**src/rtl/vx_tcu_tfr_accum.sv**
```systemverilog
// Tensor-core FEDP tail stage: sums aligned partial terms over a multi-beat request and
// hands a sign-magnitude accumulator plus merged exception flags to the normaliser.
package vx_tcu_tfr_accum_pkg;
   typedef struct packed {
      logic is_nan;
      logic is_inf;
      logic sign;
   } fedp_excep_t;
endpackage

module vx_tcu_tfr_accum
   import vx_tcu_tfr_accum_pkg::*;
#(
   parameter string       INSTANCE_ID = "",
   parameter int unsigned WA          = 30,
   parameter int unsigned EXP_W       = 10
) (
   input  logic              clk,
   input  logic              reset,
   input  logic              valid_in,
   output logic              ready_in,
   input  logic              first_in,
   input  logic              last_in,
   input  logic [31:0]       req_id_in,
   input  logic [EXP_W-1:0]  max_exp_in,
   input  logic [WA-1:0]     term_in,
   input  logic              sticky_in,
   input  logic              is_int_in,
   input  fedp_excep_t       excep_in,
   output logic              valid_out,
   input  logic              ready_out,
   output logic [31:0]       req_id_out,
   output logic [EXP_W-1:0]  max_exp,
   output logic [WA-1:0]     acc_sig,
   output logic              sticky_out,
   output logic              is_int,
   output fedp_excep_t       exceptions
);

   typedef enum logic [1:0] {StIdle, StAccum, StDone} state_e;

   state_e            state_q, state_d;
   logic [WA-1:0]     acc_q, acc_d;
   logic              sticky_q, sticky_d;
   fedp_excep_t       exc_q, exc_d;
   logic [31:0]       req_id_q, req_id_d;
   logic [EXP_W-1:0]  max_exp_q, max_exp_d;
   logic              is_int_q, is_int_d;

   logic              in_fire, out_fire;
   logic              merged_nan, merged_inf, merged_sign;
   logic              is_min;
   logic [WA-1:0]     mag;
   logic              unused_mag_msb;
   logic              unused_instance_id;

   assign valid_out = (state_q == StDone);
   assign out_fire  = valid_out && ready_out;
   assign ready_in  = (state_q != StDone) || out_fire;
   assign in_fire   = valid_in && ready_in;

   // Opposite-signed infinities collapse to NaN; the sign tracks the first infinity seen.
   assign merged_nan  = exc_q.is_nan | excep_in.is_nan
                      | (exc_q.is_inf & excep_in.is_inf & (exc_q.sign ^ excep_in.sign));
   assign merged_inf  = (exc_q.is_inf | excep_in.is_inf) & ~merged_nan;
   assign merged_sign = exc_q.is_inf ? exc_q.sign : (excep_in.is_inf ? excep_in.sign : exc_q.sign);

   always_comb begin
      state_d   = state_q;
      acc_d     = acc_q;
      sticky_d  = sticky_q;
      exc_d     = exc_q;
      req_id_d  = req_id_q;
      max_exp_d = max_exp_q;
      is_int_d  = is_int_q;
      if (out_fire) begin
         state_d = StIdle;
      end
      if (in_fire) begin
         if (first_in) begin
            acc_d     = term_in;
            sticky_d  = sticky_in;
            exc_d     = {excep_in.is_nan, excep_in.is_inf & ~excep_in.is_nan, excep_in.sign};
            req_id_d  = req_id_in;
            max_exp_d = max_exp_in;
            is_int_d  = is_int_in;
            state_d   = last_in ? StDone : StAccum;
         end else if (state_q == StAccum) begin
            acc_d    = acc_q + term_in;
            sticky_d = sticky_q | sticky_in;
            exc_d    = {merged_nan, merged_inf, merged_sign};
            if (last_in) begin
               state_d = StDone;
            end
         end
      end
   end

   always_ff @(posedge clk) begin
      if (reset) begin
         state_q   <= StIdle;
         acc_q     <= '0;
         sticky_q  <= 1'b0;
         exc_q     <= '0;
         req_id_q  <= '0;
         max_exp_q <= '0;
         is_int_q  <= 1'b0;
      end else begin
         state_q   <= state_d;
         acc_q     <= acc_d;
         sticky_q  <= sticky_d;
         exc_q     <= exc_d;
         req_id_q  <= req_id_d;
         max_exp_q <= max_exp_d;
         is_int_q  <= is_int_d;
      end
   end

   // The most negative value has no representable magnitude: saturate and flag inexact.
   assign is_min = (acc_q == {1'b1, {(WA-1){1'b0}}});
   assign mag    = acc_q[WA-1] ? (~acc_q + 1'b1) : acc_q;

   assign acc_sig    = {acc_q[WA-1], is_min ? {(WA-1){1'b1}} : mag[WA-2:0]};
   assign sticky_out = sticky_q | is_min;
   assign req_id_out = req_id_q;
   assign max_exp    = max_exp_q;
   assign is_int     = is_int_q;
   assign exceptions = exc_q;

   assign unused_mag_msb     = mag[WA-1];
   assign unused_instance_id = (INSTANCE_ID == "");

`ifdef DBG_TRACE_TCU
   always_ff @(posedge clk) begin
      if (!reset && out_fire) begin
         $display("%t: %s tfr-accum: req_id=0x%0h, acc_sig=0x%0h, nan=%b, inf=%b, sign=%b",
                  $time, INSTANCE_ID, req_id_q, acc_sig, exc_q.is_nan, exc_q.is_inf, exc_q.sign);
      end
   end
`endif

endmodule
```
**config.mk**
```make
export PLATFORM = sky130hd
export DESIGN_NAME = vx_tcu_tfr_accum
export DESIGN_NICKNAME = d
export VERILOG_FILES = /design/src/rtl/vx_tcu_tfr_accum.sv
export SDC_FILE = /design/constraint.sdc
export NUM_CORES = 1
export LEC_CHECK = 0
export CORE_MARGIN = 4
export CORE_UTILIZATION = 52
export CTS_BUF_LIST = sky130_fd_sc_hd__clkbuf_16
export DETAILED_ROUTE_END_ITERATION = 8
export HOLD_SLACK_MARGIN = 0.08
export PLACE_DENSITY = 0.87
export RECOVER_POWER = 100
export SETUP_SLACK_MARGIN = 0.05
export SLEW_MARGIN = 20
export SYNTH_ARGS = -nofsm -noshare
export SYNTH_HDL_FRONTEND = slang
export SYNTH_SLANG_ARGS = --single-unit
```
**constraint.sdc**
```tcl
create_clock -name clk -period 4.8 [get_ports clk]
set_clock_uncertainty 0.05 [all_clocks]
set_input_delay 0.96 -clock clk [delete_from_list [all_inputs] [get_ports clk]]
set_output_delay 0.96 -clock clk [all_outputs]
set_load 0.01 [all_outputs]
```
=== Word level (Yosys, flattened, before mapping) ===
Cells that the tools add are included.

* Add/sub/neg operators: 2
* $lt $le $gt $ge: 0
* Shift-type cells: 0
* Divide/modulo/power cells: 0
* Multipliers: 0
* Bitwise logic cells: 13
* Reduce and logical (&&, ||, !) cells: 8
* Eq/ne operators: 5
* Mux-type cells: 16

{| class="wikitable"
|+ Operator list
! cell !! count
|-
| $mux W30 || 2
|-
| $mux W29 || 2
|-
| $add A30 B30 Y30 || 1
|-
| $eq A30 B30 Y1 const B || 1
|-
| $add A29 B1 Y29 const B || 1
|-
| $not A29 Y29 || 1
|-
| $mux W2 || 6
|-
| $mux W3 || 2
|-
| $or A1 B1 Y1 || 5
|-
| $and A1 B1 Y1 || 4
|-
| $mux W1 || 4
|-
| $ne A2 B2 Y1 const B || 2
|-
| $reduce_and A2 Y1 || 2
|-
| $reduce_and A4 Y1 || 1
|-
| $reduce_bool A2 Y1 || 2
|-
| $eq A2 B1 Y1 const B || 1
|-
| $eq A2 B2 Y1 const B || 1
|-
| $logic_and A1 B1 Y1 || 2
|-
| $not A1 Y1 || 2
|-
| $logic_or A1 B1 Y1 || 1
|-
| $xor A1 B1 Y1 || 1
|}

* RAM bits: 0
* Output and inout port bits: 79
* Logic and storage cells: 53
* Bits in latches: 0
* Bits in registers: 79
* Input bits: 83
* Memories kept: 0
* Bits in read-only memories: 0

=== Depth between registers and ports, before layout ===
* Depth after elaboration: 7
* Mapped depth: 10
* Mapped depth without buffers: 10

=== Least setup slack after synthesis ===
Ideal clock, no wire load.

* Kind: input to register
* Start: input port term_in[14]
* End: register acc_q[29]
* Buffers on the path: 1
* Stages on the path: 10
* Required time: 4.669 ns
* Arrival time: 3.345 ns
* Slack: 1.325 ns
* Setup time: 0.081 ns
* Cell sequence: ha_1 -> buf_6 -> a211o_1 -> a21oi_4 -> a21oi_2 -> o21a_1 -> a211o_1 -> a311o_1 -> or4b_1 -> a41oi_1

* Cells in the longest elaborated chain, start to end: 3

{| class="wikitable"
|+ RTL lines
! element !! line !! RTL
|-
| from (decl) || 26 || <nowiki>input logic [WA-1:0] term_in,</nowiki>
|-
| $add A30 B30 Y30 || 89 || <nowiki>acc_d = acc_q + term_in;</nowiki>
|-
| $mux W30 || 88 || <nowiki>end else if (state_q == StAccum) begin</nowiki>
|-
| $mux W30 || 80 || <nowiki>if (first_in) begin</nowiki>
|-
| to (signal assigned) || 102 || <nowiki>acc_q <= '0;</nowiki>
|-
| to (signal assigned) || 110 || <nowiki>acc_q <= acc_d;</nowiki>
|-
| to (decl) || 43 || <nowiki>logic [WA-1:0] acc_q, acc_d;</nowiki>
|}

No other way between the ends. The select of a mux whose other input is x is not followed.
A chain may end at the register's enable or synchronous reset.

=== Worst setup path after layout ===
* Start: register acc_q[2]
* End: output port acc_sig[26]

* Cells in the longest elaborated chain, start to end: 4
* Elaborated cells on any way between the ends: 5
* Classes of those cells: 1 x add/sub; 1 x eq/ne; 2 x mux; 1 x bitwise

{| class="wikitable"
|+ RTL lines
! element !! line !! RTL
|-
| $not A29 Y29 || 121 || <nowiki>assign mag = acc_q[WA-1] ? (~acc_q + 1'b1) : acc_q;</nowiki>
|-
| $add A29 B1 Y29 || 121 ||
|-
| $mux W29 || 121 ||
|-
| $mux W29 * || 123 || <nowiki>assign acc_sig = {acc_q[WA-1], is_min ? {(WA-1){1'b1}} : mag[WA-2:0]};</nowiki>
|-
| to (decl) || 34 || <nowiki>output logic [WA-1:0] acc_sig,</nowiki>
|}

Mark *: on every way between the ends. The rest lies on a longest branch, timed or not.

==> results <==
[report_power, final]
part | leakage (nW) | switching, mW | total, mW | internal, mW
logic | 2.37 | 0.418 | 0.785 | 0.367
clock network | 0.157 | 0.293 | 0.750 | 0.457
registers | 0.648 | 0.0442 | 0.742 | 0.697
total | 3.18 | 0.755 | 2.28 | 1.52
[metrics by stage]
step | instances | power, mW
CTS | 1018 | 2.31
detailed placement | 1002 | 1.56
floorplan | 748 | 1.22
global route | 1018 | 2.39
finish | 1018 | 2.28
global placement | 1002 | 1.54
[cell usage after synthesis (10+ instances only)]
cell type  instances  area share
a21oi_1           87       0.081
inv_1             12      0.0083
nand2_1          171        0.12
nor3_1            11       0.010
o211ai_1          12       0.017
nand3_1           15       0.014
dfxtp_1           79        0.29
o21ai_0           43       0.040
a21o_1            10       0.014
ha_1              30       0.069
xor2_1            21       0.034
clkbuf_1          42       0.029
a211oi_1          11       0.015
nor2_1            44       0.031
xnor2_1           26       0.042
a31oi_1           12       0.014
[routing by layer]
metal	up-vias	part of all wire	GRT usage
met1	2823	0.40	0.359
met5	-	0	0
met3	57	0.073	0.0440
met4	0	0.039	0.170
li1	2907	-	-
met2	296	0.49	0.491
[kinds of logic (layout without fill, tap and decap cells)]
| group | count (synthesis) | count (layout) |
|---|---|---|
| AO/OA/AOI/OAI | 227 | 227 |
| flip-flops | 79 | 79 |
| adder cells (fa/ha/maj) | 31 | 31 |
| multiplexers | 7 | 7 |
| XOR/XNOR | 47 | 47 |
| AND/OR/NAND/NOR | 295 | 295 |
| buffers and inverters | 62 | 199 |
[flip-flops by register name (all words and copies together) (netlist names)]
name        count
req_id_out     32
acc_q          30
max_exp        10
exceptions      3
state_q         2
is_int          1
sticky_q        1
[worst max-delay path by stage]
stage                start          end  slack (ns)  cells past startpoint
6_report          acc_q[2]  acc_sig[26]        0.31                      8
5_1_grt           acc_q[2]  acc_sig[26]        0.15                      8
4_1_cts           acc_q[2]  acc_sig[26]        0.34                      8
3_5_place_dp    term_in[0]    acc_q[28]        0.57                     11
3_3_place_gp    term_in[0]    acc_q[28]        0.71                     11
2_1_floorplan  term_in[14]    acc_q[29]        1.32                     10
[cell type report]
| type | count | area, um2 | share of cell area |
|---|---|---|---|
| Clock buffer | 9 | 225 | 0.0306 |
| Inverter | 13 | 48.8 | 0.00664 |
| Clock inverter | 7 | 97.6 | 0.0133 |
| Multi-Input combinational cell | 607 | 3570 | 0.486 |
| Tap cell | 133 | 166 | 0.0226 |
| Sequential cell | 79 | 1580 | 0.215 |
| Timing Repair Buffer | 170 | 1660 | 0.225 |
[worst max-delay path: cells and delay by family (launching register included)]
kind                   cells  cell delay [ns]
AND/OR/NAND/NOR            5             1.73
buffers and inverters      1             0.47
flip-flops                 1             0.37
AO/OA/AOI/OAI              1             0.30
multiplexers               1             0.27
==> results by group <==
Worst setup path
  • Kind of critical path: flip-flop to output port
  • Worst Path Arrival: 3.48 ns
  • FF-to-FF path depth: 9
  • Crit path capture type: output port
  • Crit path cell chain: or3_1 > or4_1 > or3_4 > or2_1 > o31ai_1 > nand2_1 > mux2_2 > clkdlybuf4s50_1
  • Critical Path RT: 3.79 ns
  • Max incr delay on CP: 0.55 ns
  • CP max-delay cell: or4_1
  • Startpoint Class: flip-flop
  • R2r startpoint: acc_q[1]
  • Flop2flop setup slack: ~1.4 ns
  • Max FO, Critical Path: 6
  • R2R Path End: acc_q[29]

Place
  • GPL Wtd Cong: 0.938
  • I/O Buffers: 161
  • Post-DP HPWL: 13,400 um
  • Placed Area: 0.00705 mm2
  • Post-Place Setup Slack: 0.573 ns

Logic synthesis
  • Unique masters post-synth: 56
  • Post-synthesis cell count: roughly 750
  • Synth Area in Adders: 0.0732
  • Ys flop type: dfxtp_1
  • Post-synth EDFFs: 0
  • Ys Warns: 0
  • Syn nets: 862
  • Xor and xnor area share after synthesis: 0.0762
  • Combinational family with the most area after synthesis: compound AO/OA/AOI/OAI gates
  • Fraction of the mapped netlist area in compound gates: 0.260
  • Mean post-synth cell area: 7.22 um2
  • Mapped cell area: 0.00540 mm2
  • Register area share after synthesis: 0.293
  • Share of flip-flops with an asynchronous set or reset: 0
  • Seq cells post-synth: 79
  • Mux cell area share after synthesis: 0.0132
  • Simple-gate share of the synthesized area: 0.239

Final layout
  • Layout fillers: 770
  • N_diodes: 0
  • Synth-to-Final Area Change: 36.0%
  • Final nets: between 900 and 1k
  • Fin area: 0.00735 mm2
  • Util after Layout: 0.739
  • Most common cell after layout, fill and taps aside: nand2_1
  • Most frequent cells in the layout: 171 x nand2_1, 87 x a21oi_1, 82 x clkdlybuf4s50_1, 79 x dfxtp_1, 77 x dlygate4sd3_1
  • Layout cell share with drive strength beyond 1: 0.0350

STA
  • Final number of setup-violating endpoints: 0
  • Unrepaired setup endpoints after global routing: no
  • Final period util: 0.936
  • Fin. max-slew vios: 24
  • Tmin final: 4.49 ns
  • PnR worst setup slack: 0.309 ns
  • Final Hold Viols: 0
  • Min Hold Slack: 0.400 ns
  • F_max: between 200 and 250 MHz
  • Worst-margin pin slew: 1.62 ns
  • Post-route setup TNS: 0 ns
  • Max-slew headroom: -0.0790

Clocking
  • CTS Buffer Depth: 2
  • CTS buffer count: 9
  • Clk pin slew, worst setup/hold paths: approximately 0.06 ns
  • Hold_buf cts: 0
  • CTS H-tree depth: 3
  • Root buffer cell: clkbuf_16
  • CTS tree: built
  • CTS sink count: 79
  • Post-CTS Resized: 0
  • Clock Latency Late Sink: 0.34 ns
  • Setup Fix Bufs, Post-CTS: 0

Global routing
  • Total global-route track usage: 0.294
  • Vias in the first global route: 5,908
  • Largest net degree at the start of global routing: 52
  • First-pass GRT wire length: 28,100 um
  • Grt total ovfl: 0
  • Initial antenna violation count: 0

Floorplanning
  • I/O pins: approximately 160
  • DIE WIDTH: 110 um
  • Initial core utilization: 0.543
  • DIE AREA: 0.0121 mm2
  • Rows: 36
  • Core area: 0.00995 mm2
  • Die extent in y: 110 um

Detailed routing
  • DRC errors left: 0
  • DRT iter0 DRCs: about 450
  • Routed len/inst: between 15 and 20 um
  • Vias/cell: 5.98
  • First drt pass iteration count: 5
  • DRT antenna net count: 0
  • Final WL: 18,000 um
  • Vias: 6,083

Pwr
  • Power Dens Cells: 310 mW/mm2
  • Lkg Pwr: 3.18 nW
  • Peak supply drop: 0.000167 V

Hold path
  • Hold Path End: req_id_out[6]
  • Hold_sp: req_id_out[6]
  • Worst hold path type: flip-flop to flip-flop
  • Hold path depth: 2

Outcome
  • Failing checks: capacitance limit, slew limit
  • Status: complete, but fails checks

Run
  • Number of max-cap violations: 1
No activity file was read; power rests on OpenSTA's default activity.
